### src/rtl/nibble_add_seq_pkg.sv
// Shared definitions for the nibble-serial adder/subtractor.
//   state_e  : FSM state encoding (IDLE / RUN / DONE)
//   NIBBLE_W : width of the time-multiplexed adder slice
//   clog2()  : index-counter width for a given nibble count, never below 1 bit
package nibble_add_seq_pkg;

  typedef enum logic [1:0] {
    StIdle = 2'b00,
    StRun  = 2'b01,
    StDone = 2'b10
  } state_e;

  localparam int unsigned NIBBLE_W = 4;

  // Ceiling log2, floored at 1 so a single-nibble build still has a legal index register.
  function automatic int unsigned clog2(input int unsigned n);
    int unsigned r;
    int unsigned v;
    r = 0;
    v = 1;
    while (v < n) begin
      v = v << 1;
      r++;
    end
    return (r == 0) ? 1 : r;
  endfunction

endpackage

### src/rtl/nibble_add_seq_csa_nibble.sv
// Combinational 4-bit carry-select adder slice.
//   a, b : nibble operands
//   cin  : carry in, selects between the two precomputed ripple chains
//   s    : nibble sum
//   cout : carry out of bit 3
module csa_nibble
  import nibble_add_seq_pkg::*;
(
  input  logic [NIBBLE_W-1:0] a,
  input  logic [NIBBLE_W-1:0] b,
  input  logic                cin,
  output logic [NIBBLE_W-1:0] s,
  output logic                cout
);

  logic [NIBBLE_W-1:0] s0, s1;
  logic                c0, c1;

  // Both chains are evaluated in parallel; cin only drives the final mux.
  always_comb begin
    s0 = '0;
    s1 = '0;
    c0 = 1'b0;
    c1 = 1'b1;
    for (int unsigned i = 0; i < NIBBLE_W; i++) begin
      s0[i] = a[i] ^ b[i] ^ c0;
      c0    = (a[i] & b[i]) | (c0 & (a[i] ^ b[i]));
      s1[i] = a[i] ^ b[i] ^ c1;
      c1    = (a[i] & b[i]) | (c1 & (a[i] ^ b[i]));
    end
  end

  always_comb begin
    s    = cin ? s1 : s0;
    cout = cin ? c1 : c0;
  end

endmodule

### src/rtl/nibble_add_seq.sv
// Sequential W-bit adder/subtractor, W = 4*NIBBLES, reusing one carry-select nibble slice
// least-significant nibble first with the inter-nibble carry held in a register.
//   clk, rst_n      : clock (rising edge), asynchronous active-low reset
//   start, sub, a, b: request and operands, sampled only in IDLE or DONE
//   busy            : high while nibbles are being computed
//   done            : one-cycle pulse, sum/cout/ovf valid
//   sum, cout, ovf  : result, carry out of bit W-1 (1 = no borrow for sub), signed overflow
module nibble_add_seq
  import nibble_add_seq_pkg::*;
#(
  parameter int unsigned NIBBLES = 4
) (
  input  logic                         clk,
  input  logic                         rst_n,
  input  logic                         start,
  input  logic                         sub,
  input  logic [NIBBLE_W*NIBBLES-1:0]  a,
  input  logic [NIBBLE_W*NIBBLES-1:0]  b,
  output logic                         busy,
  output logic                         done,
  output logic [NIBBLE_W*NIBBLES-1:0]  sum,
  output logic                         cout,
  output logic                         ovf
);

  localparam int unsigned W  = NIBBLE_W * NIBBLES;
  localparam int unsigned IW = clog2(NIBBLES);
  localparam logic [IW-1:0] LastIdx = IW'(NIBBLES - 1);

  state_e              state;
  logic [IW-1:0]       idx;
  logic                carry;
  logic [W-1:0]        op_a, op_b;
  logic [NIBBLE_W-1:0] sl_a, sl_b, sl_s;
  logic                sl_cout;

  // Select the current nibble of each operand copy.
  always_comb begin
    sl_a = op_a[NIBBLE_W-1:0];
    sl_b = op_b[NIBBLE_W-1:0];
    for (int unsigned i = 0; i < NIBBLES; i++) begin
      if (idx == IW'(i)) begin
        sl_a = op_a[i*NIBBLE_W +: NIBBLE_W];
        sl_b = op_b[i*NIBBLE_W +: NIBBLE_W];
      end
    end
  end

  csa_nibble u_slice (
    .a    (sl_a),
    .b    (sl_b),
    .cin  (carry),
    .s    (sl_s),
    .cout (sl_cout)
  );

  always_ff @(posedge clk or negedge rst_n) begin
    if (!rst_n) begin
      state <= StIdle;
      idx   <= '0;
      carry <= 1'b0;
      op_a  <= '0;
      op_b  <= '0;
      busy  <= 1'b0;
      done  <= 1'b0;
      sum   <= '0;
      cout  <= 1'b0;
      ovf   <= 1'b0;
    end else begin
      unique case (state)
        StIdle, StDone: begin
          done <= 1'b0;
          if (start) begin
            // Subtraction as a + ~b + 1: invert b here, the +1 enters as the first carry.
            op_a  <= a;
            op_b  <= sub ? ~b : b;
            carry <= sub;
            idx   <= '0;
            busy  <= 1'b1;
            state <= StRun;
          end else begin
            state <= StIdle;
          end
        end
        StRun: begin
          for (int unsigned i = 0; i < NIBBLES; i++) begin
            if (idx == IW'(i)) sum[i*NIBBLE_W +: NIBBLE_W] <= sl_s;
          end
          carry <= sl_cout;
          idx   <= idx + IW'(1);
          if (idx == LastIdx) begin
            busy  <= 1'b0;
            done  <= 1'b1;
            cout  <= sl_cout;
            // Overflow uses the possibly-inverted operand, so one rule covers add and sub.
            ovf   <= (op_a[W-1] == op_b[W-1]) & (sl_s[NIBBLE_W-1] != op_a[W-1]);
            state <= StDone;
          end
        end
        default: begin
          busy  <= 1'b0;
          done  <= 1'b0;
          state <= StIdle;
        end
      endcase
    end
  end

endmodule

### config.mk
export PLATFORM = sky130hd
export DESIGN_NAME = nibble_add_seq
export DESIGN_NICKNAME = d
export VERILOG_FILES = /design/src/rtl/nibble_add_seq_pkg.sv /design/src/rtl/nibble_add_seq_csa_nibble.sv /design/src/rtl/nibble_add_seq.sv
export SDC_FILE = /design/constraint.sdc
export NUM_CORES = 1
export LEC_CHECK = 0
export CAP_MARGIN = 20
export CORE_ASPECT_RATIO = 1.25
export CORE_MARGIN = 5
export CORE_UTILIZATION = 55
export CTS_CLUSTER_SIZE = 16
export DETAILED_ROUTE_END_ITERATION = 12
export HOLD_SLACK_MARGIN = 0.02
export PLACE_DENSITY = 0.85
export RECOVER_POWER = 50
export SLEW_MARGIN = 0
export SYNTH_ARGS = -nofsm -noshare
export SYNTH_HDL_FRONTEND = slang
export SYNTH_SLANG_ARGS = --single-unit
### constraint.sdc
create_clock -name clk -period 7.8 [get_ports clk]
set_input_delay 1.17 -clock clk [delete_from_list [all_inputs] [get_ports clk]]
set_output_delay 1.17 -clock clk [all_outputs]
set_load 0.02 [all_outputs]
**Word-level counts from Yosys, hierarchy flattened**

Cells that the tools add are included.

- Add/sub/neg operators: 1
- Equal/unequal tests: 9
- Mux-type cells: 21
- Bitwise logic cells: 30
- Reduce and logical (&&, ||, !) cells: 11

Operator list:

| cell | number |
|---|---|
| 4-bit two-way mux | 7 |
| 16-bit two-way mux | 1 |
| 16-bit NOT | 1 |
| 2-bit AND reduction | 7 |
| 1-bit bitwise AND | 11 |
| 1-bit XOR | 10 |
| 2-bit one-hot mux with 2 select lines | 2 |
| 1-bit two-way mux | 7 |
| 1-bit OR | 7 |
| 2-bit == test (second input constant) | 3 |
| 2-bit by 1-bit == test with 1-bit output (second input constant) | 2 |
| 2-bit zero test | 2 |
| 2-bit two-way mux | 2 |
| 2-bit inequality test (second input constant) | 2 |
| 1-bit one-hot mux with 2 select lines | 2 |
| 2-bit by 1-bit adder with 2-bit output (second input constant) | 1 |
| 2-bit nonzero test | 1 |
| 2-bit OR reduction | 1 |
| 1-bit == test | 1 |
| 1-bit inequality test | 1 |
| 1-bit NOT | 1 |

- Register bits: 57
- Input port bits: 36
- Output and inout port bits: 20
- Word-level logic and storage cells: 85

**Logic depth before layout (Yosys ltp)**

Gate-level depths: netlist (run 1).

- Depth in word-level cells: 14
- Mapped depth: 16
- Depth with buffers taken out: 16

**Cells and area by module**

Synthesis (run 1) repeated with hierarchy kept, for this count alone.

- Cell total of the unflattened synthesis: 234
- Area, all modules: 2,787.7 µm²

Modules (own cells, without submodules):

| module | instances | cells each | area an instance (µm²) | seq. area each (µm²) |
|---|---|---|---|---|
| nibble_add_seq | 1 | 215 | 2,643.8 | 1,426.4 |
| csa_nibble | 1 | 19 | 143.9 | 0.0 |

**Least setup slack after synthesis (run 1)**

Ideal clock, no wire load.

- Kind: register -> register
- Start: register idx[0]
- End: register ovf
- Data arrival time: 2.985 ns
- Setup slack: 4.679 ns
- Cell stages (with the launch flop): 17
- Buffers on the path: 1
- Period minus slack after synthesis: 3.121 ns
- Path through: dfrtp_1 inv_1 ha_1 buf_2 a211oi_1 o31ai_1 ha_1 nor2_1 a21oi_1 fa_1 inv_1 fa_1 inv_1 fa_1 and3b_1 a21oi_1 o21ai_0

- Longest elaborated chain between the ends: 14
- Elaborated cells on any way between the ends: 31
- Classes of those cells: 4 x eq/ne; 7 x mux; 19 x bitwise; 1 x reduce/logical

Ends and longest elaborated chain:

| element | line | source |
|---|---|---|
| from (decl) | nibble_add_seq.sv:31 | `logic [IW-1:0] idx;` |
| from (signal assigned) | nibble_add_seq.sv:90 | `idx <= idx + IW'(1);` |
| 2-bit by 1-bit == test with 1-bit output | nibble_add_seq.sv:42 | `if (idx == IW'(i)) begin` |
| 4-bit two-way mux (3 in a row) | nibble_add_seq.sv:42 |  |
| 1-bit bitwise AND / 1-bit XOR (equally long branches) | -- |  |
| 1-bit OR | nibble_add_seq_csa_nibble.sv:29 | `c1 = (a[i] & b[i]) \| (c1 & (a[i] ^ b[i]));` |
| 1-bit bitwise AND | nibble_add_seq_csa_nibble.sv:29 |  |
| 1-bit OR | nibble_add_seq_csa_nibble.sv:29 |  |
| 1-bit bitwise AND | nibble_add_seq_csa_nibble.sv:29 |  |
| 1-bit OR | nibble_add_seq_csa_nibble.sv:29 |  |
| 1-bit XOR | nibble_add_seq_csa_nibble.sv:28 | `s1[i] = a[i] ^ b[i] ^ c1;` |
| 4-bit two-way mux (*) | nibble_add_seq_csa_nibble.sv:34 | `s = cin ? s1 : s0;` |
| net sl_s[3] | nibble_add_seq.sv:34 | `logic [NIBBLE_W-1:0] sl_a, sl_b, sl_s;` |
| 1-bit inequality test (*) | nibble_add_seq.sv:96 | `ovf <= (op_a[W-1] == op_b[W-1]) & (sl_s[NIBBLE_W-1] != op_a[W-1]);` |
| 1-bit bitwise AND (*) | nibble_add_seq.sv:96 |  |
| to (signal assigned) | nibble_add_seq.sv:96 |  |
| to (decl) | nibble_add_seq.sv:23 | `output logic ovf` |

Mark *: on every way through the listed nets, which the timed path passes. The rest lies on a longest branch.
A chain may end at the register's enable or synchronous reset.

**Final worst setup path (run 1)**

- Start: register idx[1]
- End: register ovf

The elaborated chain is that of the path after synthesis.

==> flow_summary_export.csv, run 1 <==
group,metric,value,unit
logic_synthesis,yosys_warnings,0,
flow_run,drv_cap,1,
setup_path,reg2reg_depth,16,
logic_synthesis,synth_cells,236,
sta,fin_skew,0.0136,ns
die,fp.dieW,72.5,um
layout,syn_to_final_growth,23.8,%
setup_path,crit_type,"flip-flop to flip-flop",
clock_tree,clkSinkCount,56,
setup_path,cp.arrival,3.77,ns
setup_path,slowest_delay,0.57,ns
drt,drt_first_pass_iters,4,
drt,wl_per_cell,14.1,um
sta,drv_slew,57,
die,die_y,88.1,um
setup_path,crit_slowest_cell,"fa_1",
drt,vias_per_cell,5.23,
layout,antenna_cells,0,
drt,vias,1820,
sta,rsz0062_at_grt,"no",
power_and_ir_drop,p_per_area,439,nW/um^2
setup_path,startpoint_type,"flip-flop",
setup_path,crit_family,"adder cells",
clock_tree,postCtsSetupRepairBufs,0,
die,fp.dieArea,6380,sq um
setup_path,end_kind,"flip-flop",
drt,drtIter0Drc,105,
die,initial_core_util,0.567,
place,place_congestion,0.778,
outcome,outcome,"finished with violations",
layout,final_area,3320,sq um
setup_path,critPathRequiredTime,7.98,ns
layout,drive_gt1_frac,0.128,
logic_synthesis,syn-num-nets,281,
logic_synthesis,synth_cell_types,28,
layout,nFillCells,385,
layout,nets,332,
die,io-pin-count,56,
sta,tns,0,ns
setup_path,worstPathMaxFanout,13,
clock_tree,cts_buffers,5,
power_and_ir_drop,p_leak,1.43,nW
logic_synthesis,avgSynthCellArea,11.4,sq um
sta,fin_crit_sh,0.461,
setup_path,crit_buf_inv,3,
layout,multi_input_area,1170,sq um
drt,drt_wl_total,4910,um
sta,fmax,278,MHz
clock_tree,htreeDepth,2,
power_and_ir_drop,max-vdd-ir-drop,0.194,mV
sta,slew_headroom,-0.903,
logic_synthesis,syn_area,2680,sq um
clock_tree,ctsLongestPathBuffers,2,
sta,hold_viol_final,0,
drt,ant_nets,0,
drt,drc,0,
place,place_area,3230,sq um
global_route,track_usage,0.171,
logic_synthesis,ys_seq_area_frac,0.523,
die,core_area,4730,sq um
clock_tree,clockRootBuffer,"clkbuf_8",
sta,fin_crit,3.60,ns
global_route,gr-total-overflow,0,
die,rows,28,
setup_path,crit_cells,16,
global_route,grt_pass1_vias,1861,
global_route,grt_max_degree,57,
layout,regArea,1400,sq um
sta,tightestPinTransition,2.85,ns
logic_synthesis,yosysTopAreaCell,"dfrtp_1",
clock_tree,cts_resized,0,
clock_tree,hold_buffers,0,
global_route,antenna_found_initial,0,
logic_synthesis,synthTopCellsByArea,"dfrtp_1 52%, mux2_2 12%, o21ai_0 6.0%, xnor2_1 5.2%, nand2_1 4.3%",
worst_hold_path,whs_path_depth,2,
global_route,grt_pass1_wl,8600,um
clock_tree,clk_latency,0.30,ns
layout,stdcell_count,348,
clock_tree,cts.reportedPaths.clkPinSlew,0.10,ns
clock_tree,cts_tree,"built",
place,placed_cells,340,
sta,setup_viol,0,
worst_hold_path,holdCritPathClass,"flip-flop to flip-flop",
outcome,violations,"capacitance limit, slew limit",
logic_synthesis,synth_top_area_frac,0.523,
place,numPortBuffers,55,
logic_synthesis,synth_seq_cells,56,
setup_path,path_cells,"inv_1 -> ha_1 -> nor2b_1 -> a211oi_1 -> o31ai_1 -> ha_1 -> nor2_1 -> a21oi_1 -> fa_1 -> inv_1 -> fa_1 -> inv_1 -> fa_1 -> and3b_1 -> a21oi_1 -> o21ai_0",
place,hpwl,3720,um
-- layer usage --
layer  GRT usage  share of wire  up-vias
li1            -              -      906
met2       0.286           0.51       57
met1       0.224           0.42      850
met5           0              0        -
met3      0.0367          0.061        7
met4      0.0537          0.015        0
-- cells by family after synthesis --
family,share of synthesized area
xor gates and xnor gates,0.0555
AOI/OAI and AO/OA,0.101
DFF,0.523
buffers and inverters,0.0415
adders and majority gates,0.0504
muxes,0.140
and+or+nand+nor,0.0887
-- final timing paths --
| check | start | to | slack (ns) |
|---|---|---|---|
| worst max-delay path | idx[1]$_DFFE_PN0P_ | ovf$_DFFE_PN0P_ | 4.20 |
| worst min-delay path | op_b[2]$_DFFE_PN0P_ | op_b[2]$_DFFE_PN0P_ | 0.49 |
| worst max register to register | idx[1]$_DFFE_PN0P_ | ovf$_DFFE_PN0P_ | 4.20 |
| worst min register to register | op_b[2]$_DFFE_PN0P_ | op_b[2]$_DFFE_PN0P_ | 0.49 |
| max in group asynchronous | rst_n | op_b[1]$_DFFE_PN0P_ | 4.31 |
| min in group asynchronous | rst_n | idx[1]$_DFFE_PN0P_ | 1.88 |
-- worst register-to-register path, cell delays in order, from the launching register on --
cell,delay [ns]
dfrtp_1,0.43
inv_1,0.09
ha_1,0.46
nor2b_1,0.10
a211oi_1,0.30
o31ai_1,0.13
ha_1,0.22
nor2_1,0.08
a21oi_1,0.05
fa_1,0.36
inv_1,0.08
fa_1,0.15
inv_1,0.05
fa_1,0.57
and3b_1,0.20
a21oi_1,0.11
o21ai_0,0.10
-- layout by cell type (no fill, tap or decap), types with 8 or more instances in the layout --
cell type,netlist,layout
clkdlybuf4s50_1,0,45
dfrtp_1,56,56
dlygate4sd3_1,0,9
inv_1,8,8
mux2_2,28,28
nand2_1,31,31
o21ai_0,32,32
xnor2_1,16,16
-- stage by stage --
step	util	power, mW	hold WS (ns)	setup WS, ns
after global routing	0.702	1.60	0.521	3.60
after detailed placement	0.683	1.33	0.467	4.18
after global placement	0.683	1.29	0.460	4.37
after floorplan	-	1.07	0.442	4.68
after CTS	0.703	1.49	0.487	4.17
final	0.702	1.46	0.487	4.20
-- flip-flops by register name (all words and copies together), names as in the netlist --
| signal | cells |
|---|---|
| op_a | 16 |
| ovf | 1 |
| done | 1 |
| cout | 1 |
| busy | 1 |
| idx | 2 |
| op_b | 16 |
| carry | 1 |
| sum | 16 |
| state | 1 |
-- layout make-up --
type                            count  area share
Timing Repair Buffer               56       0.165
Sequential cell                    56       0.422
Clock buffer                        7      0.0260
Tap cell                           60      0.0226
Multi-Input combinational cell    160       0.353
Clock inverter                      1     0.00226
Inverter                            8     0.00904
-- Yosys cell counts (all sizes together) --
master	count
dfrtp	56
o21ai	32
nand2	31
mux2	29
xnor2	16
buf	9
inv	8
a21oi	6
ha	6
nor2	6
nor2b	6
mux2i	5
nand3b	4
clkbuf	3
fa	3
a211o	2
a211oi	2
a22oi	2
nand2b	2
nand3	2
o31a	2
o31ai	2
and3b	1
xor2	1
-- report_power, final --
part,switching [mW],total [mW],internal (mW)
clock,0.0882,0.160,0.0723
combinational,0.402,0.774,0.372
sequential,0.0859,0.523,0.437
Note: power is estimated with default switching activity, not from simulation.
==> run 2: changes to the inputs <==
--- a/config.mk
+++ b/config.mk
@@ -8,11 +8,11 @@
 export CAP_MARGIN = 20
 export CORE_ASPECT_RATIO = 1.25
 export CORE_MARGIN = 5
-export CORE_UTILIZATION = 55
+export CORE_UTILIZATION = 51
 export CTS_CLUSTER_SIZE = 16
 export DETAILED_ROUTE_END_ITERATION = 12
 export HOLD_SLACK_MARGIN = 0.02
-export PLACE_DENSITY = 0.85
+export PLACE_DENSITY = 0.8
 export RECOVER_POWER = 50
 export SLEW_MARGIN = 0
 export SYNTH_ARGS = -nofsm -noshare
==> constraint.sdc (replaced) <==
create_clock -name clk -period 3.75 [get_ports clk]
set_input_delay 0.5625 -clock clk [delete_from_list [all_inputs] [get_ports clk]]
set_output_delay 0.5625 -clock clk [all_outputs]
set_load 0.02 [all_outputs]
==> flow_summary_export.csv, run 2 (synthesis results as in run 1) <==
group,metric,value,unit
die,core_area,5080,sq um
power_and_ir_drop,p_sw_frac,0.397,
power_and_ir_drop,p_seq_frac,0.355,
die,rows,29,
sta,tns,0,ns
drt,vias,1822,
flow_run,drv_cap,1,
global_route,gr-total-overflow,0,
setup_path,worstPathMaxFanout,11,
power_and_ir_drop,power,3.08,mW
clock_tree,htreeDepth,2,
layout,final_common_cell,"dfrtp_1",
sta,tightestPinTransition,1.91,ns
power_and_ir_drop,combPwrFrac,0.537,
layout,drive_gt1_frac,0.134,
power_and_ir_drop,max-vdd-ir-drop,0.398,mV
clock_tree,cts_tree,"built",
sta,fmax,288,MHz
clock_tree,cts.reportedPaths.clkPinSlew,0.09,ns
power_and_ir_drop,p_clk_frac,0.108,
setup_path,crit_type,"flip-flop to flip-flop",
global_route,track_usage,0.165,
power_and_ir_drop,power.switching,1.22,mW
worst_hold_path,whs_path_depth,2,
die,fp.dieW,74.9,um
drt,vias_per_cell,5.16,
outcome,outcome,"finished with violations",
drt,ant_nets,0,
layout,syn_to_final_growth,24.7,%
die,die_y,91.1,um
sta,fin_skew,0.00801,ns
place,numPortBuffers,55,
clock_tree,postCtsSetupRepairBufs,0,
outcome,violations,"capacitance limit, slew limit",
setup_path,reg2reg_depth,16,
clock_tree,clockRootBuffer,"clkbuf_8",
clock_tree,ctsLongestPathBuffers,2,
clock_tree,cts_resized,0,
layout,nFillCells,418,
layout,final_area,3340,sq um
sta,hold_viol_final,0,
drt,drt_wl_total,5030,um
drt,drt_first_pass_iters,4,
layout,antenna_cells,0,
layout,mostFrequentLayoutCells,"56 x dfrtp_1, 47 x clkdlybuf4s50_1, 32 x o21ai_0",
drt,wl_per_cell,14.2,um
setup_path,cp.arrival,3.65,ns
drt,drc,0,
clock_tree,clk_latency,0.30,ns
sta,fin_crit_sh,0.926,
sta,fin_crit,3.47,ns
global_route,grt_pass1_wl,8800,um
die,io-pin-count,56,
layout,stdcell_count,353,
sta,whs,0.479,ns
power_and_ir_drop,intPower,1.86,mW
sta,rsz0062_at_grt,"no",
die,fp.dieArea,6820,sq um
power_and_ir_drop,p_leak,1.44,nW
place,hpwl,3790,um
setup_path,startpoint_type,"flip-flop",
place,placed_cells,345,
clock_tree,clkSinkCount,56,
setup_path,critPathRequiredTime,3.92,ns
setup_path,end_kind,"flip-flop",
worst_hold_path,holdCritPathClass,"flip-flop to flip-flop",
global_route,antenna_found_initial,0,
sta,drv_slew,37,
place,place_congestion,0.723,
layout,nets,335,
die,initial_core_util,0.528,
power_and_ir_drop,p_per_area,921,nW/um^2
layout,reg.largest.list,"op_a (16), op_b (16), sum (16)",
drt,drtIter0Drc,70,
place,place_area,3260,sq um
sta,setup_viol,0,
sta,slew_headroom,-0.272,
global_route,grt_pass1_vias,1827,
clock_tree,cts_buffers,5,
global_route,grt_max_degree,53,
clock_tree,hold_buffers,0,
[run 2: final cells by class]
| cell class | instances | area [sq um] | area share |
|---|---|---|---|
| clock buffers | 7 | 86.3 | 0.0258 |
| clock inverters | 1 | 7.51 | 0.00225 |
| inverters | 8 | 30.0 | 0.00898 |
| multi-input cells | 160 | 1170 | 0.351 |
| flip-flops and latches | 56 | 1400 | 0.419 |
| well taps | 62 | 77.6 | 0.0232 |
| repair buffers | 59 | 567 | 0.170 |
[run 2: worst paths after layout]
kind	startpoint	end	slack, ns
max	idx[1]$_DFFE_PN0P_	ovf$_DFFE_PN0P_	0.28
min	sum[4]$_DFFE_PN0P_	sum[4]$_DFFE_PN0P_	0.48
max reg2reg	idx[1]$_DFFE_PN0P_	ovf$_DFFE_PN0P_	0.28
min reg2reg	sum[4]$_DFFE_PN0P_	sum[4]$_DFFE_PN0P_	0.48
max in group asynchronous	rst_n	sum[5]$_DFFE_PN0P_	1.19
min in group asynchronous	rst_n	op_a[14]$_DFFE_PN0P_	0.78
[run 2: routing by layer]
layer / vias to the layer above / wire length, um / GRT usage
met1: 847 / 2120 / 0.219
met3: 9 / 283 / 0.0287
met5: - / 0 / 0
met4: 0 / 132 / 0.0638
li1: 913 / - / -
met2: 53 / 2490 / 0.265
[run 2: power by group through the flow]
stage	clock, mW	sequential [mW]	combinational [mW]
global placement	0	1.10	1.63
global route	0.369	1.14	1.86
CTS	0.344	1.10	1.70
finish	0.334	1.09	1.65
detailed placement	0	1.11	1.69
floorplan	0	1.18	1.05
[run 2: metrics by stage]
stage	setup WS, ns	utilization
3_5_place_dp	0.158	0.641
6_report	0.279	0.658
3_3_place_gp	0.360	0.641
5_1_grt	0.00951	0.658
4_1_cts	0.146	0.659
2_1_floorplan	0.629	-
[run 2: critical path: stages, from the launching register on]
cell and delay, ns:
dfrtp_1 0.44, inv_1 0.10, ha_2 0.32, nor2b_1 0.08, a211oi_1 0.31, o31ai_1 0.13, ha_1 0.21, nor2_1 0.08
a21oi_1 0.05, fa_1 0.38, inv_1 0.08, fa_1 0.16, inv_1 0.05, fa_1 0.58, and3b_1 0.20, a21oi_1 0.10
o21ai_0 0.08
==> run 3: changes to the inputs <==
--- a/config.mk
+++ b/config.mk
@@ -9,6 +9,7 @@
 export CORE_ASPECT_RATIO = 1.25
 export CORE_MARGIN = 5
 export CORE_UTILIZATION = 51
+export CTS_CLUSTER_DIAMETER = 80
 export CTS_CLUSTER_SIZE = 16
 export DETAILED_ROUTE_END_ITERATION = 12
 export HOLD_SLACK_MARGIN = 0.02
==> results of run 3 <==
Same layout as run 2: the final DEF is identical, and so are final timing and power.
